`config.mk`:
```
export PLATFORM = sky130hd
export DESIGN_NAME = move_entry_ctrl
export DESIGN_NICKNAME = d
export VERILOG_FILES = /design/src/rtl/move_entry_ctrl_pkg.sv /design/src/rtl/move_entry_ctrl_btn_debounce.sv /design/src/rtl/move_entry_ctrl.sv
export SDC_FILE = /design/constraint.sdc
export NUM_CORES = 1
export LEC_CHECK = 0
export ABC_AREA = 0
export ABC_CLOCK_PERIOD_IN_PS = 8650
export CAP_MARGIN = 20
export CORE_MARGIN = 5
export CORE_UTILIZATION = 59
export DETAILED_ROUTE_END_ITERATION = 10
export PLACE_DENSITY = 0.87
export SYNTH_ARGS = -nofsm -noshare
export SYNTH_HDL_FRONTEND = slang
export SYNTH_SLANG_ARGS = --single-unit
```
`constraint.sdc`:
```
create_clock -name clk -period 8.65 [get_ports clk]
set_input_delay 1.2975 -clock clk [delete_from_list [all_inputs] [get_ports clk]]
set_output_delay 1.2975 -clock clk [all_outputs]
set_load 0.01 [all_outputs]
```
`src/rtl/move_entry_ctrl_pkg.sv`:
```
`default_nettype none
// ============================================================================
// Module   : move_entry_ctrl_pkg
// Purpose  : Shared encodings and helpers for the tic-tac-toe move entry path.
// Revision : 1.0 - initial release
// ============================================================================
package move_entry_ctrl_pkg;

    localparam int BOARD_DIM = 3;

    typedef enum logic [1:0] {
        GS_PLAY = 2'b00,
        GS_WIN1 = 2'b01,
        GS_WIN0 = 2'b10,
        GS_DRAW = 2'b11
    } game_state_e;

    typedef enum logic [1:0] {
        ST_IDLE   = 2'b00,
        ST_COMMIT = 2'b01,
        ST_SETTLE = 2'b10,
        ST_LOCKED = 2'b11
    } fsm_state_e;

    // Bit positions of the buttons inside the packed button bus.
    localparam int BTN_UP      = 0;
    localparam int BTN_DOWN    = 1;
    localparam int BTN_LEFT    = 2;
    localparam int BTN_RIGHT   = 3;
    localparam int BTN_CONFIRM = 4;
    localparam int NUM_BTNS    = 5;

    function automatic logic [3:0] cell_index(input logic [1:0] row_i, input logic [1:0] col_i);
        return 4'(int'(row_i) * BOARD_DIM + int'(col_i));
    endfunction

endpackage
`default_nettype wire

```
`src/rtl/move_entry_ctrl_btn_debounce.sv`:
```
`default_nettype none
// ============================================================================
// Module   : btn_debounce
// Purpose  : Registers one raw button, debounces it and emits a press pulse.
// Revision : 1.0 - initial release
// ============================================================================
module btn_debounce #(
    parameter int DEBOUNCE_CYCLES = 4
) (
    input  logic clk,
    input  logic reset,
    input  logic raw,
    output logic level,
    output logic press
);

    localparam int              CNT_W     = $clog2(DEBOUNCE_CYCLES + 1);
    localparam logic [CNT_W-1:0] C_CNT_MAX = CNT_W'(DEBOUNCE_CYCLES);

    logic             r_sample;
    logic             r_level;
    logic             r_press;
    logic             r_armed;
    logic [CNT_W-1:0] r_cnt;
    logic [CNT_W-1:0] w_cnt_inc;
    logic             w_toggle;

    assign w_cnt_inc = r_cnt + 1'b1;
    assign w_toggle  = (r_sample != r_level) && (w_cnt_inc == C_CNT_MAX);

    // The sample resets high and presses stay disarmed until a low sample is
    // seen, so a button held through reset cannot fire until it is re-pressed.
    always_ff @(posedge clk) begin
        if (reset) begin
            r_sample <= 1'b1;
            r_level  <= 1'b0;
            r_press  <= 1'b0;
            r_armed  <= 1'b0;
            r_cnt    <= '0;
        end else begin
            r_sample <= raw;
            r_press  <= 1'b0;
            if (!r_sample) begin
                r_armed <= 1'b1;
            end
            if (r_sample == r_level) begin
                r_cnt <= '0;
            end else if (w_toggle) begin
                r_cnt   <= '0;
                r_level <= r_sample;
                r_press <= r_sample & r_armed;
            end else begin
                r_cnt <= w_cnt_inc;
            end
        end
    end

    assign level = r_level;
    assign press = r_press;

endmodule
`default_nettype wire

```
`src/rtl/move_entry_ctrl.sv`:
```
`default_nettype none
// ============================================================================
// Module   : move_entry_ctrl
// Purpose  : Button-driven cursor and legal-move strobe for the 3x3 board.
// Revision : 1.0 - initial release
// ============================================================================
module move_entry_ctrl
    import move_entry_ctrl_pkg::*;
#(
    parameter int DEBOUNCE_CYCLES = 4
) (
    input  logic       clk,
    input  logic       reset,
    input  logic       btn_up,
    input  logic       btn_down,
    input  logic       btn_left,
    input  logic       btn_right,
    input  logic       btn_confirm,
    input  logic [8:0] board_valid,
    input  logic [1:0] game_state,
    output logic [1:0] row,
    output logic [1:0] col,
    output logic       set,
    output logic       reject,
    output logic       locked
);

    localparam logic [1:0] C_LAST = 2'(BOARD_DIM - 1);

    logic [NUM_BTNS-1:0] w_raw;
    logic [NUM_BTNS-1:0] w_press;
    logic [NUM_BTNS-1:0] w_levels_unused;

    fsm_state_e r_state;
    fsm_state_e w_state_next;
    logic       w_move_en;
    logic       w_reject_next;
    logic       w_cell_taken;
    logic [1:0] w_row_next;
    logic [1:0] w_col_next;
    logic [1:0] r_row;
    logic [1:0] r_col;
    logic       r_set;
    logic       r_reject;
    logic       r_locked;

    assign w_raw = {btn_confirm, btn_right, btn_left, btn_down, btn_up};

    for (genvar gi = 0; gi < NUM_BTNS; gi++) begin : g_btn
        btn_debounce #(
            .DEBOUNCE_CYCLES(DEBOUNCE_CYCLES)
        ) u_debounce (
            .clk  (clk),
            .reset(reset),
            .raw  (w_raw[gi]),
            .level(w_levels_unused[gi]),
            .press(w_press[gi])
        );
    end

    assign w_cell_taken = board_valid[cell_index(r_row, r_col)];

    // Game-over check outranks every event; confirm outranks cursor moves.
    always_comb begin
        w_state_next  = r_state;
        w_reject_next = 1'b0;
        w_move_en     = 1'b0;
        case (r_state)
            ST_IDLE: begin
                if (game_state != GS_PLAY) begin
                    w_state_next = ST_LOCKED;
                end else if (w_press[BTN_CONFIRM]) begin
                    if (w_cell_taken) begin
                        w_reject_next = 1'b1;
                    end else begin
                        w_state_next = ST_COMMIT;
                    end
                end else begin
                    w_move_en = 1'b1;
                end
            end
            ST_COMMIT: w_state_next = ST_SETTLE;
            ST_SETTLE: w_state_next = ST_IDLE;
            ST_LOCKED: begin
                w_move_en     = 1'b1;
                w_reject_next = w_press[BTN_CONFIRM];
                if (game_state == GS_PLAY) begin
                    w_state_next = ST_IDLE;
                end
            end
            default: w_state_next = ST_IDLE;
        endcase
    end

    // Opposing presses in one cycle cancel on their own axis only.
    always_comb begin
        w_row_next = r_row;
        w_col_next = r_col;
        if (w_move_en) begin
            if (w_press[BTN_UP] && !w_press[BTN_DOWN]) begin
                w_row_next = (r_row == 2'd0) ? C_LAST : r_row - 2'd1;
            end else if (w_press[BTN_DOWN] && !w_press[BTN_UP]) begin
                w_row_next = (r_row == C_LAST) ? 2'd0 : r_row + 2'd1;
            end
            if (w_press[BTN_LEFT] && !w_press[BTN_RIGHT]) begin
                w_col_next = (r_col == 2'd0) ? C_LAST : r_col - 2'd1;
            end else if (w_press[BTN_RIGHT] && !w_press[BTN_LEFT]) begin
                w_col_next = (r_col == C_LAST) ? 2'd0 : r_col + 2'd1;
            end
        end
    end

    always_ff @(posedge clk) begin
        if (reset) begin
            r_state  <= ST_IDLE;
            r_row    <= 2'd0;
            r_col    <= 2'd0;
            r_set    <= 1'b0;
            r_reject <= 1'b0;
            r_locked <= 1'b0;
        end else begin
            r_state  <= w_state_next;
            r_row    <= w_row_next;
            r_col    <= w_col_next;
            r_set    <= (w_state_next == ST_COMMIT);
            r_reject <= w_reject_next;
            r_locked <= (w_state_next == ST_LOCKED);
        end
    end

    assign row    = r_row;
    assign col    = r_col;
    assign set    = r_set;
    assign reject = r_reject;
    assign locked = r_locked;

endmodule
`default_nettype wire

```
; Word level (Yosys, flattened, before mapping)
; Index checks and enable logic that the tools add are counted.
; Widths: inputs -> output; s select.
[totals]
ff_bits = 44
output_inout_bits = 7
[classes]
n_addsub = 10
n_mul = 1
magnitude_cmp = 1
eq_ne = 22
muxes = 22
bitwise = 15
reduce_logical = 37
[op_table]
columns = operator, count
row1 = $reduce_or 3->1, 10
row2 = $mux 2, 12
row3 = $add 3x1->3 const B, 5
row4 = $eq 3x3->1 const B, 5
row5 = $reduce_and 2->1, 7
row6 = $eq 2x2->1 const B, 5
row7 = $not 1->1, 10
row8 = $logic_and 1x1->1, 9
row9 = $logic_not 2->1, 4
row10 = $pmux 2 s4, 1
row11 = $mux 1, 6
row12 = $reduce_bool 2->1, 3
row13 = $and 1x1->1, 5
row14 = $eq 1x1->1, 5
row15 = $lt 4x5->1 const B, 1
row16 = $ne 1x1->1, 5
row17 = $add 2x1->2 const B, 2
row18 = $add 4x2->4, 1
row19 = $bmux 1 s4, 1
row20 = $eq 2x1->1 const B, 2
row21 = $logic_not 1->1, 4
row22 = $mul 2x2->4 const B, 1
row23 = $pmux 1 s2, 2
row24 = $sub 2x1->2 const B, 2

; Logic depth before layout (Yosys ltp)
; Gate-level depths: netlist of the first run.
[depth]
word_depth = 9
ltp_mapped = 9
ltp_nobuf = 9

; Cells and area by module
; A second synthesis of the first run with hierarchy kept.
[unflattened]
hier_cells = 185
hier_area_um2 = 2019.4
[by_module_without_submodules]
columns = mod, n_inst, cells_per_inst, area_each_um2, seq_area_each_um2
row1 = btn_debounce, 5, 21, 246.5, 140.1
row2 = move_entry_ctrl, 1, 80, 787.0, 180.2

; Worst setup path before layout of the first run
; No wires, ideal clock.
[synth_timing]
path_kind = register to register
from = register r_row[0], in the netlist row[0]
to = register r_set, in the netlist set
setup_time_ns = 0.058
arrival_ns = 2.918
path_slack_ns = 5.674
path_stages_with_launch = 10
path_buffers = 0
period_less_slack_ns = 2.976
path_cell_list = dfxtp_1 > inv_1 > fa_1 > inv_1 > ha_1 > fa_1 > mux4_2 > mux2_2 > a21oi_2 > o21ba_1
[synth_between]
elab_chain_len = 9
[synth_rtl]
columns = item, line
row1 = from (decl), move_entry_ctrl.sv:41  ; logic [1:0] r_row;
row2 = from (signal assigned), move_entry_ctrl.sv:123  ; r_row <= w_row_next;
row3 = $mul 2x2->4, move_entry_ctrl_pkg.sv:34  ; return 4'(int'(row_i) * BOARD_DIM + int'(col_i));
row4 = $add 4x2->4, move_entry_ctrl_pkg.sv:34
row5 = $bmux 1 s4, move_entry_ctrl.sv:61  ; assign w_cell_taken = board_valid[cell_index(r_row, r_col)];
row6 = $mux 1 (implied by the code), move_entry_ctrl.sv:61
row7 = $mux 2, move_entry_ctrl.sv:73  ; if (w_cell_taken) begin
row8 = $mux 2, move_entry_ctrl.sv:72  ; end else if (w_press[BTN_CONFIRM]) begin
row9 = $mux 2, move_entry_ctrl.sv:70  ; if (game_state != GS_PLAY) begin
row10 = $pmux 2 s4, move_entry_ctrl.sv:68  ; case (r_state)
row11 = $eq 2x1->1, move_entry_ctrl.sv:125  ; r_set <= (w_state_next == ST_COMMIT);
row12 = to (signal assigned), move_entry_ctrl.sv:125
row13 = to (decl), move_entry_ctrl.sv:43  ; logic r_set;
; Every way passes these cells. The select of a mux whose other input is x is not followed.
; A chain may end at the register's enable or synchronous reset.

; Worst setup path in the final report of the first run
; Ends and elaborated chain as after synthesis.

==> flow_metrics.tcl, run 1 <==
set metrics [dict create \
    dr.pass1.iters 4 \
    drtIter0Drc 50 \
    hold_slack_ns 0.4550 \
    root_buffer "clkbuf_4" \
    async_flop_share 0 \
    die-area_sq_um 4703 \
    grt_pass1_wl_mm 5.996 \
    insertedDiodeCount 0 \
    start_util 0.6067 \
    synthTopCellsByArea "dfxtp_1 44%, ha_1 14%, nand2_1 3.9%" \
    hold_class "reg2reg" \
    tightest_slew_ns 0.4317 \
    ys_warn_count 0 \
    synthCells 208 \
    die_h_microns 68.58 \
    grt_overflow 0 \
    synth-seq-cells 44 \
    min_from "g_btn[4].u_debounce.r_armed" \
    yosysSeqAreaShare 0.4351 \
    cts_tree "yes" \
    synth_edf_count 0 \
    clkLatencyLatePin_ns 0.34 \
    outcome "completed" \
    cts_setup_buffers 0 \
    io_pins 25 \
    cts_resized 0 \
    h-tree-depth 2 \
    drc 0 \
    seqCellArea_sq_um 880.8 \
    yosysUniqueCellTypes 32 \
    final_nets 280 \
    endpoint_kind "flip-flop" \
    worstRegToRegCells 9 \
    powerDensity_nw_per_um2 167.8 \
    vias 1462 \
    synth_fp_nets 251 \
    cp.required_ns 8.95 \
    place_inst 276 \
    leakagePower_nw 1.020 \
    cp-startpoint "row[0]" \
    multi_input_area_sq_um 1061 \
    crit_fanout 5 \
    synth.top_cell.area_share 0.4351 \
    rsz0062_at_grt "no" \
    cap_violations 0 \
    wl_per_cell_microns 12.14 \
    area_delta_synth_final_pct 18.29 \
    finalHoldViolations 0 \
    grt_start_max_net_pins 34 \
    synth.avg_cell_area_sq_um 9.733 \
    clkSinkCount 44 \
    synthFlopType "dfxtp_1" \
    synth_area_sq_um 2024 \
    period_share 0.3613 \
    avgViaCountPerCell 5.148 \
    ir_drop_mv 0.1467 \
    r2r_start "row[0]" \
    clk_path_buf_depth 2 \
    wl_mm 3.449 \
    critPathKind "reg2reg" \
    endpoint "set" \
    finalSetupTns_ns 0 \
    setup_viol 0 \
    timing.rr.end "set" \
    fill_cells 280 \
    place.port_buffers 24 \
    dp_hpwl_mm 2.686 \
    fmax_ghz 0.3200 \
    path_clk_slew_ns 0.12 \
    routabilityCongestion 0.8210 \
    drive_above_1_share 0.08824 \
    relSlewSlack 0.7116 \
    fin_worst_skew_ns 0.002797 \
    hold_buffers 0 \
    slew_viol_final 0 \
    arrival_ns 3.42 \
    route.antenna.remaining_nets 0 \
    final-instance-count-excl-fill 284 \
    crit_path_start_kind "flip-flop" \
    track_usage 0.1709 \
    numCtsBuffers 5 \
    finalPower_uw 401.9 \
    grt_pass1_vias 1468 \
    rows 21 \
    die_w_microns 68.58 \
    period_needed_ns 3.125 \
    yosysTopAreaCell "dfxtp_1" \
    antenna_found_initial 0 \
    core_sq_um 3337 \
    reg2reg_slack_ns 5.52 \
]
==> power by group <==
part / internal (mW) / leakage, nW / switching, mW
registers: 0.215 / 0.360 / 0.00772
clock network: 0.0606 / 0.0422 / 0.0616
logic: 0.0297 / 0.617 / 0.0278
==> per-stage QoR <==
stage / utilization / instance area, sq um / setup slack (ns)
global placement: 0.6948 / 2318 / 5.652
detailed placement: 0.6948 / 2318 / 5.553
CTS: 0.7177 / 2395 / 5.511
floorplan: - / 2024 / 5.674
global route: 0.7177 / 2395 / 5.372
finish: 0.7177 / 2395 / 5.525
==> worst max-delay path, stage by stage (launching register included) <==
cell     delay (ns)
dfxtp_1        0.43
inv_1          0.13
fa_1           0.55
inv_1          0.04
ha_1           0.20
fa_1           0.58
mux4_2         0.52
mux2_2         0.30
a21oi_2        0.19
o21ba_1        0.15
==> cells by family (layout without fill, tap and decap cells) <==
kind of cell,Yosys count,in the layout,share of synthesized area
and+or+nand+nor,75,75,0.1873
xor gates and xnor gates,10,10,0.04326
muxes,7,7,0.04759
buffers and inverters,22,52,0.04079
adders and majority gates,25,25,0.1619
AOI/OAI and AO/OA,25,25,0.08405
DFF,44,44,0.4351
==> cells in the mapped netlist (all sizes together), types with 4 or more instances <==
cell type	n
dfxtp	44
nor2	19
xor2	5
inv	19
nand2	21
and3	10
mux2i	4
a211oi	6
nor4	6
a21oi	13
xnor2	5
or2	6
ha	23
nand3	5
==> metal layers <==
| metal | global-route usage | wire [microns] | up-vias | part of all wire |
|---|---|---|---|---|
| met4 | 0.06948 | 49 | 0 | 0.014 |
| met3 | 0.05186 | 202 | 6 | 0.059 |
| li1 | - | - | 761 | - |
| met2 | 0.3111 | 1705 | 29 | 0.49 |
| met1 | 0.1815 | 1490 | 666 | 0.43 |
| met5 | 0 | 0 | - | 0 |
==> final cells by class <==
| cell class | count | share of cell area |
|---|---|---|
| clock buffer | 6 | 0.01724 |
| clock inverter | 2 | 0.01463 |
| inverter | 19 | 0.02978 |
| multi-input combinational | 142 | 0.4431 |
| sequential | 44 | 0.3678 |
| tap | 46 | 0.02403 |
| timing repair buffer | 25 | 0.1034 |
==> registers in the layout, indices dropped and copies added, names as in the netlist <==
register                   cells
g_btn.u_debounce.level         5
g_btn.u_debounce.press         5
row                            2
locked                         1
reject                         1
set                            1
col                            2
g_btn.u_debounce.r_armed       5
r_state                        2
g_btn.u_debounce.r_cnt        15
g_btn.u_debounce.r_sample      5
==> layout by cell type, fill, tap and decap left out, types with 2 or more instances in the layout <==
cell,synthesis,layout
mux4_2,2,2
nor2_1,19,19
a211oi_1,4,4
or2_2,6,6
a21oi_1,12,12
dfxtp_1,44,44
inv_1,19,19
o211ai_1,2,2
clkdlybuf4s50_1,0,24
ha_1,23,23
nor4_1,6,6
and3_1,10,10
xor2_1,5,5
nand3_1,5,5
mux2i_1,4,4
nor3b_1,2,2
fa_1,2,2
a211oi_2,2,2
nand2_1,21,21
xnor2_1,5,5
clkbuf_4,0,5
==> how the worst min path moves through the flow <==
| stage | to | cells past startpoint |
|---|---|---|
| after floorplan | g_btn[0].u_debounce.r_cnt[0] | 1 |
| after global placement | g_btn[0].u_debounce.press | 2 |
| after detailed placement | g_btn[3].u_debounce.r_cnt[0] | 1 |
| after global routing | g_btn[1].u_debounce.press | 2 |
| final | g_btn[4].u_debounce.press | 2 |
| after CTS | g_btn[2].u_debounce.press | 2 |
Note: power is estimated with default switching activity, not from simulation.
==> run 2: changes to the inputs <==
- ABC_CLOCK_PERIOD_IN_PS: 8650 -> 2900
- CORE_UTILIZATION: 59 -> 54
- PLACE_DENSITY: 0.87 -> 0.81
- clock period: 8.65 -> 2.9 ns (I/O delays scaled with it)
==> run 2 against run 1 <==
Effect of this change:
- register-to-register slack worse by 5.5 ns
- sequential share of layout area shrank 0.82 points
- worst hold slack worse by 0.012 ns
- critical path type unchanged
==> flow_metrics.tcl, run 2 (synthesized netlist as in run 1, its figures left out) <==
set metrics [dict create \
    start_util 0.5572 \
    hold_buffers 0 \
    dp_hpwl_mm 2.582 \
    io_pins 25 \
    wl_mm 3.294 \
    finalSetupTns_ns 0 \
    die-area_sq_um 5074 \
    antenna_found_initial 0 \
    outcome "completed" \
    cts_tree "yes" \
    drive_above_1_share 0.1364 \
    period_needed_ns 2.836 \
    vias 1485 \
    die_w_microns 71.23 \
    cp.required_ns 3.14 \
    critPathKind "reg2reg" \
    avgViaCountPerCell 5.121 \
    drc 0 \
    endpoint_kind "flip-flop" \
    numCtsBuffers 5 \
    path_cells "inv_2 > fa_1 > inv_1 > ha_2 > fa_2 > mux4_2 > mux2_4 > a21oi_4 > o21ba_1" \
    critPathSlowestCell "fa_2" \
    path_clk_slew_ns 0.08 \
    worstRegToRegCells 9 \
    path_depth 9 \
    finalPower_mw 1.188 \
    dr.pass1.iters 4 \
    fmax_ghz 0.3526 \
    hold_class "reg2reg" \
    fin_worst_skew_ns 0.005633 \
    clkLatencyLatePin_ns 0.30 \
    rows 22 \
    most-common-layout-cells "41 x dfxtp_1, 24 x clkdlybuf4s50_1, 22 x ha_1" \
    area_delta_synth_final_pct 21.51 \
    track_usage 0.1426 \
    dp_slack_ns -0.01854 \
    min_path_cells 2 \
    cts_setup_buffers 0 \
    clk_path_buf_depth 2 \
    power.share.clock 0.302 \
    routabilityCongestion 0.7790 \
    crit_fanout 3 \
    wl_per_cell_microns 11.36 \
    arrival_ns 3.08 \
    place.port_buffers 24 \
    clkSinkCount 44 \
    period_share 0.9780 \
    slew_viol_final 0 \
    drtIter0Drc 71 \
    p_switching_uw 297.6 \
    crit_path_start_kind "flip-flop" \
    grt_pass1_vias 1473 \
    slowest_delay_ns 0.57 \
    power_frac_comb 0.141 \
    core_sq_um 3633 \
    die_h_microns 71.23 \
    grt_pass1_wl_mm 5.871 \
    fin_ws_ns 0.06368 \
    root_buffer "clkbuf_8" \
    final_nets 285 \
    route.antenna.remaining_nets 0 \
    p_sw_frac 0.2504 \
    ir_drop_mv 0.4425 \
    top_register "g_btn.u_debounce.r_cnt" \
    critPathTopFamily "adder cells" \
    crit_buf_inv 2 \
    cap_violations 0 \
    final_common_cell "dfxtp_1" \
    h-tree-depth 2 \
    insertedDiodeCount 0 \
    setup_viol 0 \
    relSlewSlack 0.6892 \
    grt_overflow 0 \
    p_seq_frac 0.557 \
    largest_reg_flops 15 \
    p_int_uw 890.8 \
    leakagePower_nw 1.043 \
    finalHoldViolations 0 \
    grt_start_max_net_pins 24 \
    rsz0062_at_grt "yes" \
    powerDensity_nw_per_um2 483.1 \
    tightest_slew_ns 0.4652 \
]
run 2: changes by cell type in the layout (fill, tap and decap cells not counted), moves of 3 or more:
cell      delta
dfxtp_2      +3
buf_4        +5
clkbuf_4     -5
clkbuf_8     +5
dfxtp_1      -3
run 2: worst paths after layout:
check | start | endpoint | slack (ns)
max | row[0] | set | 0.06
min | g_btn[2].u_debounce.r_armed | g_btn[2].u_debounce.press | 0.44
max reg2reg | row[0] | set | 0.06
min reg2reg | g_btn[2].u_debounce.r_armed | g_btn[2].u_debounce.press | 0.44
run 2: metal layers:
metal	part of all wire	wire, microns	track usage	up-vias
met4	0.010	33	0.06054	0
met5	0	0	0	-
met3	0.042	137	0.03226	5
li1	-	-	-	777
met2	0.48	1591	0.2582	16
met1	0.47	1532	0.1593	687
run 2: repair_timing:
| action | 4_1_cts | 5_1_grt |
|---|---|---|
| resized for setup | 4 | 3 |
| endpoints found under the hold margin | 0 | 0 |
| pin swaps | 2 | 1 |
| endpoints found under the setup margin | 3 | 5 |
run 2: area by class of cell:
class	count	area, sq um
inverters	19	71.32
fillers	316	1174
multi-input cells	142	1077
well taps	48	60.06
flip-flops and latches	44	884.6
clock inverters	2	12.51
clock buffers	5	68.82
repair buffers	30	285.3
run 2: worst reg2reg max path, cell delays in order, from the launching register on:
cell and delay, ns:
dfxtp_2 0.34, inv_2 0.05, fa_1 0.52, inv_1 0.05
ha_2 0.18, fa_2 0.57, mux4_2 0.50, mux2_4 0.31
a21oi_4 0.15, o21ba_1 0.14
run 2: power by group through the flow:
stage               clock network [mW]  logic (mW)  registers, mW
floorplan                            0       0.107          0.675
global placement                     0       0.163          0.676
finish                           0.359       0.167          0.662
CTS                              0.373       0.168          0.662
global route                     0.393       0.192          0.667
detailed placement                   0       0.167          0.676
run 2: through the flow:
stage / instance area (sq um) / cells / utilization / hold slack [ns]
global placement: 2361 / 283 / 0.6498 / 0.4340
global route: 2460 / 290 / 0.6770 / 0.4755
detailed placement: 2361 / 283 / 0.6498 / 0.4346
CTS: 2459 / 290 / 0.6767 / 0.4467
floorplan: 2027 / 208 / - / 0.4215
finish: 2460 / 290 / 0.6770 / 0.4426
